[config.mk]
export PLATFORM = sky130hd
export DESIGN_NAME = bcd_time_counter
export DESIGN_NICKNAME = d
export VERILOG_FILES = /design/src/rtl/bcd_time_pkg.sv /design/src/rtl/bcd_mod_counter.sv /design/src/rtl/bcd_time_counter.sv
export SDC_FILE = /design/constraint.sdc
export NUM_CORES = 1
export LEC_CHECK = 0
export ABC_AREA = 1
export CAP_MARGIN = 30
export CORE_MARGIN = 5
export CORE_UTILIZATION = 35
export CTS_BUF_LIST = sky130_fd_sc_hd__clkbuf_2 sky130_fd_sc_hd__clkbuf_4 sky130_fd_sc_hd__clkbuf_8
export DETAILED_ROUTE_END_ITERATION = 6
export PLACE_DENSITY = 0.63
export SLEW_MARGIN = 20
export SYNTH_ARGS = -nofsm -noshare
export SYNTH_HDL_FRONTEND = slang
export SYNTH_SLANG_ARGS = --single-unit
[constraint.sdc]
create_clock -name clk -period 6.4 [get_ports clk]
set_input_delay 1.92 -clock clk [delete_from_list [all_inputs] [get_ports clk]]
set_output_delay 1.92 -clock clk [all_outputs]
set_load 0.03 [all_outputs]
[src/rtl/bcd_time_pkg.sv]
// Shared types, moduli and BCD helpers for the HH:MM:SS time counter.
package bcd_time_pkg;

  typedef logic [3:0] bcd_digit_t;

  localparam int SEC_MOD  = 60;
  localparam int MIN_MOD  = 60;
  localparam int HOUR_MOD = 24;

  // Two-digit BCD increment modulo mod, returned as {msb, lsb}.
  function automatic logic [7:0] bcd_next(input bcd_digit_t msb, input bcd_digit_t lsb,
                                          input int mod);
    bcd_digit_t max_msb;
    bcd_digit_t max_lsb;
    max_msb = 4'((mod - 1) / 10);
    max_lsb = 4'((mod - 1) % 10);
    if (msb == max_msb && lsb == max_lsb) return 8'h00;
    if (lsb == 4'd9) return {msb + 4'd1, 4'd0};
    return {msb, lsb + 4'd1};
  endfunction

  // Maps a stored 24 h BCD hour onto 12 h display digits (00 shows as 12).
  function automatic logic [7:0] bcd_to_12h(input bcd_digit_t hour_msb, input bcd_digit_t hour_lsb);
    logic [4:0] h;
    h = 5'(hour_msb) * 5'd10 + 5'(hour_lsb);
    if (h == 5'd0) h = 5'd12;
    else if (h > 5'd12) h = h - 5'd12;
    return {4'(h / 5'd10), 4'(h % 5'd10)};
  endfunction

endpackage

[src/rtl/bcd_mod_counter.sv]
// Two-digit BCD counter modulo MOD; wrap flags an increment out of MOD-1.
module bcd_mod_counter
  import bcd_time_pkg::*;
#(
  parameter int MOD = 60
) (
  input  logic       clk,
  input  logic       reset,
  input  logic       inc,
  input  logic       carry_in,
  input  logic       clr,
  output logic [3:0] msb,
  output logic [3:0] lsb,
  output logic       wrap
);

  logic       step;
  logic       at_max;
  logic [7:0] nxt;

  assign step   = inc | carry_in;
  assign at_max = (msb == 4'((MOD - 1) / 10)) && (lsb == 4'((MOD - 1) % 10));
  assign wrap   = step & at_max;
  assign nxt    = bcd_next(msb, lsb, MOD);

  always_ff @(posedge clk or negedge reset) begin
    if (!reset) begin
      msb <= '0;
      lsb <= '0;
    end else if (clr) begin
      msb <= '0;
      lsb <= '0;
    end else if (step) begin
      {msb, lsb} <= nxt;
    end
  end

endmodule

[src/rtl/bcd_time_counter.sv]
// HH:MM:SS BCD time-of-day counter with 1 s prescaler, 12/24 h display and set buttons.
// Optional alarm comparator is built when ALARM_EN is defined.
module bcd_time_counter
  import bcd_time_pkg::*;
#(
  parameter int CLK_DIV = 100_000_000
) (
  input  logic       clk,
  input  logic       reset,
  input  logic       en,
  input  logic       clr,
  input  logic       mode12,
  input  logic       inc_sec,
  input  logic       inc_min,
  input  logic       inc_hour,
`ifdef ALARM_EN
  input  logic       alarm_arm,
  input  logic [3:0] alarm_hour_msb,
  input  logic [3:0] alarm_hour_lsb,
  input  logic [3:0] alarm_min_msb,
  input  logic [3:0] alarm_min_lsb,
  output logic       alarm_hit,
`endif
  output logic [3:0] sec_msb,
  output logic [3:0] sec_lsb,
  output logic [3:0] min_msb,
  output logic [3:0] min_lsb,
  output logic [3:0] hour_msb,
  output logic [3:0] hour_lsb,
  output logic       pm,
  output logic       sec_tick,
  output logic       day_wrap
);

  localparam int            PW        = $clog2(CLK_DIV);
  localparam logic [PW-1:0] PRESC_MAX = PW'(CLK_DIV - 1);

  logic [PW-1:0] presc;
  logic          any_inc;
  logic          tick_raw;
  logic          tick_adv;
  logic          sec_wrap;
  logic          min_wrap;
  logic          hour_wrap;
  logic [3:0]    hr_msb;
  logic [3:0]    hr_lsb;
  logic [7:0]    hour12;

  assign any_inc  = inc_sec | inc_min | inc_hour;
  assign tick_raw = en && (presc == PRESC_MAX);
  // Clear and any manual increment swallow the tick for this cycle.
  assign tick_adv = tick_raw && !clr && !any_inc;

  always_ff @(posedge clk or negedge reset) begin
    if (!reset) begin
      presc <= '0;
    end else if (clr || inc_sec) begin
      presc <= '0;
    end else if (en) begin
      presc <= tick_raw ? '0 : presc + PW'(1);
    end
  end

  bcd_mod_counter #(.MOD(SEC_MOD)) u_sec (
    .clk(clk), .reset(reset), .inc(inc_sec), .carry_in(tick_adv), .clr(clr),
    .msb(sec_msb), .lsb(sec_lsb), .wrap(sec_wrap)
  );

  bcd_mod_counter #(.MOD(MIN_MOD)) u_min (
    .clk(clk), .reset(reset), .inc(inc_min), .carry_in(tick_adv & sec_wrap), .clr(clr),
    .msb(min_msb), .lsb(min_lsb), .wrap(min_wrap)
  );

  bcd_mod_counter #(.MOD(HOUR_MOD)) u_hour (
    .clk(clk), .reset(reset), .inc(inc_hour), .carry_in(tick_adv & min_wrap), .clr(clr),
    .msb(hr_msb), .lsb(hr_lsb), .wrap(hour_wrap)
  );

  always_ff @(posedge clk or negedge reset) begin
    if (!reset) begin
      sec_tick <= 1'b0;
      day_wrap <= 1'b0;
    end else begin
      sec_tick <= tick_adv;
      day_wrap <= tick_adv & hour_wrap;
    end
  end

  assign hour12               = bcd_to_12h(hr_msb, hr_lsb);
  assign {hour_msb, hour_lsb} = mode12 ? hour12 : {hr_msb, hr_lsb};
  assign pm = (hr_msb == 4'd2) || ((hr_msb == 4'd1) && (hr_lsb >= 4'd2));

`ifdef ALARM_EN
  logic [7:0] min_next;
  logic [7:0] hour_next;
  logic       alarm_match;

  // Match against the time the tick is about to produce, so the pulse lines up with HH:MM:00.
  assign min_next    = bcd_next(min_msb, min_lsb, MIN_MOD);
  assign hour_next   = min_wrap ? bcd_next(hr_msb, hr_lsb, HOUR_MOD) : {hr_msb, hr_lsb};
  assign alarm_match = tick_adv && sec_wrap &&
                       (min_next == {alarm_min_msb, alarm_min_lsb}) &&
                       (hour_next == {alarm_hour_msb, alarm_hour_lsb});

  always_ff @(posedge clk or negedge reset) begin
    if (!reset) alarm_hit <= 1'b0;
    else        alarm_hit <= alarm_arm & alarm_match;
  end
`endif

endmodule

## Yosys cells after proc, flatten, opt, wreduce, memory -nomap -nowiden

Index checks and enable logic that the tools add are counted.
Widths: inputs -> output; s select.

- Add/subtract/negate cells: 9
- Mux-type cells: 39
- Eq/ne operators: 9
- Bitwise operators: 11
- Reduce and logical (&&, ||, !) cells: 22
- Magnitude comparators: 2
- $mul: 1
- Shift-type cells: 0
- Divide/modulo/power cells: 2

Operators by type and width:

| operator | number |
|---|---|
| $mux 8 | 13 |
| $mux 27 | 3 |
| $mux 4 | 12 |
| $add 27x1->27 const B | 1 |
| $eq 27x27->1 const B | 1 |
| $add 4x1->4 const B | 6 |
| $eq 4x4->1 const B | 3 |
| $mux 5 | 2 |
| $mux 1 | 9 |
| $reduce_bool 3->1 | 3 |
| $eq 4x2->1 const B | 2 |
| $eq 4x3->1 const B | 2 |
| $reduce_bool 2->1 | 4 |
| $logic_and 1x1->1 | 7 |
| $and 1x1->1 | 6 |
| $reduce_and 2->1 | 3 |
| $add 5x4->5 | 1 |
| $div 5x4->5 const B | 1 |
| $gt 5x4->1 const B | 1 |
| $logic_not 5->1 | 1 |
| $mod 5x4->5 const B | 1 |
| $or 1x1->1 | 5 |
| $sub 5x4->5 const B | 1 |
| $eq 4x1->1 const B | 1 |
| other kinds (4) | 6 |

- Memories kept: 0
- Register bits after elaboration: 53
- Bits in read-only memories: 0
- Output and inout port bits: 27
- Latch bits: 0
- Bits in writable memories: 0

## Logic depth before layout (Yosys ltp)

- Depth in word-level cells: 13
- Depth in mapped cells: 21
- Mapped depth without buffers: 21

## By module

Synthesis repeated with hierarchy kept, for this count alone.

- Cells, all modules: 547
- Area total of the unflattened synthesis: 3844.9 um^2

Modules (own cells, without submodules):

| module | instances | area an instance (um^2) | sequential area each (um^2) | cells each |
|---|---|---|---|---|
| bcd_time_counter | 1 | 2308.5 | 725.7 | 334 |
| bcd_mod_counter (u_min ...) | 2 | 495.5 | 200.2 | 67 |
| bcd_mod_counter (u_hour) | 1 | 545.5 | 200.2 | 79 |

## Least setup slack after synthesis

OpenSTA, ideal clock, no wires.

- Kind: register -> output
- Start point: reg u_hour.msb[0]
- End point: out hour_lsb[3]
- Path buffers: 0
- Stages on the path, launching flop included: 17
- Required time: 4.480 ns
- Setup slack: 1.477 ns
- Arrival time: 3.003 ns
- Cell sequence: dfrtp_1 ha_1 fa_1 xor2_2 inv_1 ha_1 nand3_2 nand3_1 inv_1 ha_1 inv_1 nand3_1 nand3_1 nand3_1 nand2_1 nand2_1 o22ai_1

- Longest elaborated chain between the ends: 7
- Elaborated cells between the ends (all ways): 9
- Classes of those cells: add/sub: 2; mul: 1; div: 1; order compare: 1; mux: 3; reduce/logical: 1

RTL lines:

| element | line | source |
|---|---|---|
| start, declared | bcd_mod_counter.sv:12 | `output logic [3:0] msb,` |
| start signal, assigned | bcd_mod_counter.sv:34 | `{msb, lsb} <= nxt;` |
| $mul 4x3->4 (*) | bcd_time_pkg.sv:25 | `h = 5'(hour_msb) * 5'd10 + 5'(hour_lsb);` |
| $add 5x4->5 (*) | bcd_time_pkg.sv:25 |  |
| $sub 5x4->5 or $gt 5x4->1 (tied branches) | bcd_time_pkg.sv:27 | `else if (h > 5'd12) h = h - 5'd12;` |
| $mux 5 | bcd_time_pkg.sv:27 |  |
| $mux 5 (*) | bcd_time_pkg.sv:26 | `if (h == 5'd0) h = 5'd12;` |
| $mod 5x4->5 (*) | bcd_time_pkg.sv:28 | `return {4'(h / 5'd10), 4'(h % 5'd10)};` |
| $mux 8 (*) | bcd_time_counter.sv:90 | `assign {hour_msb, hour_lsb} = mode12 ? hour12 : {hr_msb, hr_lsb};` |
| end, declared | bcd_time_counter.sv:29 | `output logic [3:0] hour_lsb,` |

Mark *: on every way between the ends. The rest lies on a longest branch, timed or not.

## Worst setup path in the final report

- Start point: reg u_hour.msb[0]
- End point: out hour_lsb[1]

The elaborated chain is that of the path after synthesis.

==> metrics.md <==
| Metric | Value |
|---|---|
| Largest net degree at the start of global routing | `between 50 and 60` |
| Setup TNS | `0 ns` |
| Die width | `111 µm` |
| Hold Fails Final Rpt | `0` |
| Via-to-Cell Ratio | `about 4.9` |
| Critical Path Sink Type | `output port` |
| CTS Buf Count | `5` |
| Period utilization | `0.923` |
| DRC | `0` |
| Max-cap violations | `0` |
| Total track usage | `0.133` |
| Multi-input logic area | `1930 µm²` |
| First-pass DRT Iterations | `4` |
| Crit-path leading delay family | `adder cells` |
| Clock tree from TritonCTS | `yes` |
| Startpoint types | `register` |
| Post-synth EDFFs | `0` |
| WL per Instance | `12.5 µm` |
| Outcome | `finished clean` |
| Die H | `111 µm` |
| Hold Path Class | `reg2reg` |
| Post-CTS resize count | `0` |
| YS warnings | `0` |
| Total core area | `9820 µm²` |
| Buffers on Ports | `34` |
| RSZ-0062 raised after global routing | `no` |
| Area growth, synth to finish | `17.5%` |
| Mapped Avg Cell Area | `7.69 µm²` |
| Grt ovf | `0` |
| CP required | `4.48 ns` |
| Fin. max-slew vios | `0` |
| Final core occ | `0.425` |
| Synth Net Count | `about 490` |
| Most common cell after layout, fill and taps aside | `nand2_1` |
| Most common cell on crit path | `nand2_1` |
| Total Power | `0.767 mW` |
| # hold bufs at CTS | `0` |
| Dominant synthesized flop cell | `dfrtp_1` |
| Most frequent cells in the layout | `nand2_1 (85), inv_1 (67), dfrtp_1 (53)` |
| I/O pin count | `35` |
| FMAX | `169 MHz` |
| Max incr delay on CP | `~0.67 ns` |
| Hold Path Depth | `1` |
| LEAKAGE | `about 1.8 nW` |
| Crit path depth | `20` |
| Worst Path Arrival | `3.99 ns` |
| Clock network latency to the later pin of the worst-skew pair | `0.30 ns` |
| Total Wirelength | `7.91 mm` |
| Reg clk slew, reported paths | `0.10 ns` |
| Seq/Total Area, Yosys | `0.373` |
| Final net count | `roughly 530` |
| Crit path cell chain | `ha_1 -> fa_1 -> xor2_2 -> inv_1 -> ha_1 -> nand3_2 -> nand3_1 -> inv_1 -> ha_1 -> inv_1 -> nand3_1 -> nand3_1 -> nand3_1 -> nand2_1 -> nand2_1 -> nand2_1 -> nand2_1 -> nand2_1 -> nand2_1 -> clkdlybuf4s50_1` |
| Worst Skew | `approximately 0.0066 ns` |
| Final min period | `5.91 ns` |
| Antenna cell count | `0` |
| Initial antenna violation count | `0` |
| Routability Congestion | `0.865` |
| Synthesized instance count | `roughly 460` |
| # fillers | `just over 1,000` |
| First-pass GRT wire length | `14.1 mm` |
| Normalized max-slew margin | `0.389` |
| Setup violations, final | `0` |
| Distinct cells, synth | `48` |
| Vias in the first global route | `3,008` |
| Placement row count | `36` |
| Clock sinks | `53` |
| CP bufs+invs | `4` |
| Storage element area | `between 1000 and 1500 µm²` |
| Critical Path Fanout Max | `7` |
| Setup bufs post-CTS | `0` |
| Peak supply drop | `0.0985 mV` |
| Pwr/cell area | `184 nW/µm²` |
| Synth async-reset ratio | `1.00` |
| H-tree depth | `2` |
| Clock root cell | `clkbuf_8` |
| Vias | `3,101` |
| Critical path class | `reg2out` |
| Post-synthesis cell area | `3550 µm²` |
| Clk buf depth | `2` |
| Slowest-stage cell, CP | `clkdlybuf4s50_1` |
| DR iter-0 viols | `211` |
| Measured slew at the worst slew-check pin | `slightly above 0.9 ns` |
| DP HPWL | `6.16 mm` |
| Full die area | `12,300 µm²` |
| Share of post-route cells with drive strength above 1 | `0.102` |
| #FFs+latches synth | `53` |
| Starting Density | `0.362` |
| Detail Route Antenna Nets | `0` |
| Worst reg2reg path depth | `11` |
[state kept, by name (all words and copies together), names as in the netlist]
register / cells
presc: 27
u_hour.lsb: 4
u_hour.msb: 4
u_min.lsb: 4
u_min.msb: 4
u_sec.lsb: 4
u_sec.msb: 4
day_wrap: 1
sec_tick: 1
[cell families (layout without fill, tap and decap cells)]
logic type / count (synthesis) / count (layout) / share of synthesized area
mux: 2 / 2 / 0.00563
flops: 53 / 53 / 0.373
simple gates: 228 / 228 / 0.322
compound gates: 72 / 72 / 0.122
buf+inv: 79 / 117 / 0.0838
fa+ha+maj: 19 / 19 / 0.0690
xor+xnor: 9 / 9 / 0.0243
[where the power goes]
| group | switching, mW | internal [mW] | total (mW) |
|---|---|---|---|
| clock network | 0.114 | 0.155 | 0.270 |
| logic | 0.0914 | 0.0521 | 0.143 |
| registers | 0.0116 | 0.342 | 0.354 |
[metrics by stage]
stage | std cells | hold slack (ns) | instance area, µm² | worst slack [ns]
after floorplan | 462 | 0.455 | 3550 | 1.48
after global placement | 625 | 0.491 | 4040 | 0.954
after detailed placement | 625 | 0.489 | 4040 | 0.792
after CTS | 633 | 0.506 | 4180 | 0.450
after global routing | 633 | 0.537 | 4180 | 0.169
final | 633 | 0.507 | 4180 | 0.490
[routing by layer]
metal	wire, µm	track usage	vias up
met4	68	0.0279	0
li1	-	-	1612
met5	0	0	-
met2	3400	0.197	60
met1	4120	0.201	1425
met3	323	0.0273	4
[final timing paths]
kind / startpoint / to / slack, ns
setup / recovery: u_hour.msb[0] / hour_lsb[1] / 0.49
hold / removal: presc[20] / presc[20] / 0.51
setup reg to reg: presc[0] / presc[1] / 3.88
hold reg to reg: presc[20] / presc[20] / 0.51
max in group asynchronous: reset / presc[7] / 4.21
min in group asynchronous: reset / presc[4] / 1.73
[Yosys cell counts, types with 2 or more instances]
cell | count | area (µm²)
nor2_1 | 37 | 139
nand4_1 | 6 | 37.5
or2_2 | 2 | 12.5
nor4_4 | 2 | 42.5
nand2_2 | 8 | 50.1
a21oi_1 | 24 | 120
nand3_2 | 5 | 50.1
nor2_4 | 4 | 45.0
o21ai_1 | 6 | 30.0
nand4_2 | 2 | 25.0
o21ai_0 | 18 | 90.1
mux2i_1 | 2 | 20.0
nor3b_1 | 2 | 15.0
dfrtp_1 | 53 | 1330
nor4_1 | 4 | 25.0
o22ai_1 | 7 | 43.8
nand3b_1 | 2 | 15.0
ha_1 | 18 | 225
nor3_1 | 23 | 115
xor2_1 | 7 | 61.3
clkbuf_1 | 4 | 15.0
inv_2 | 7 | 26.3
a211oi_1 | 2 | 15.0
nor2_2 | 4 | 25.0
inv_1 | 67 | 251
nand3_1 | 39 | 195
o21ai_2 | 2 | 17.5
nand2_1 | 85 | 319
[layout make-up]
cell class	count	share of cell area
Sequential cell	53	0.317
Multi-Input combinational cell	330	0.462
Inverter	74	0.0665
Clock inverter	3	0.0156
Timing Repair Buffer	35	0.0821
Tap cell	133	0.0398
Clock buffer	5	0.0165
Power figures use the tool's default switching activity.
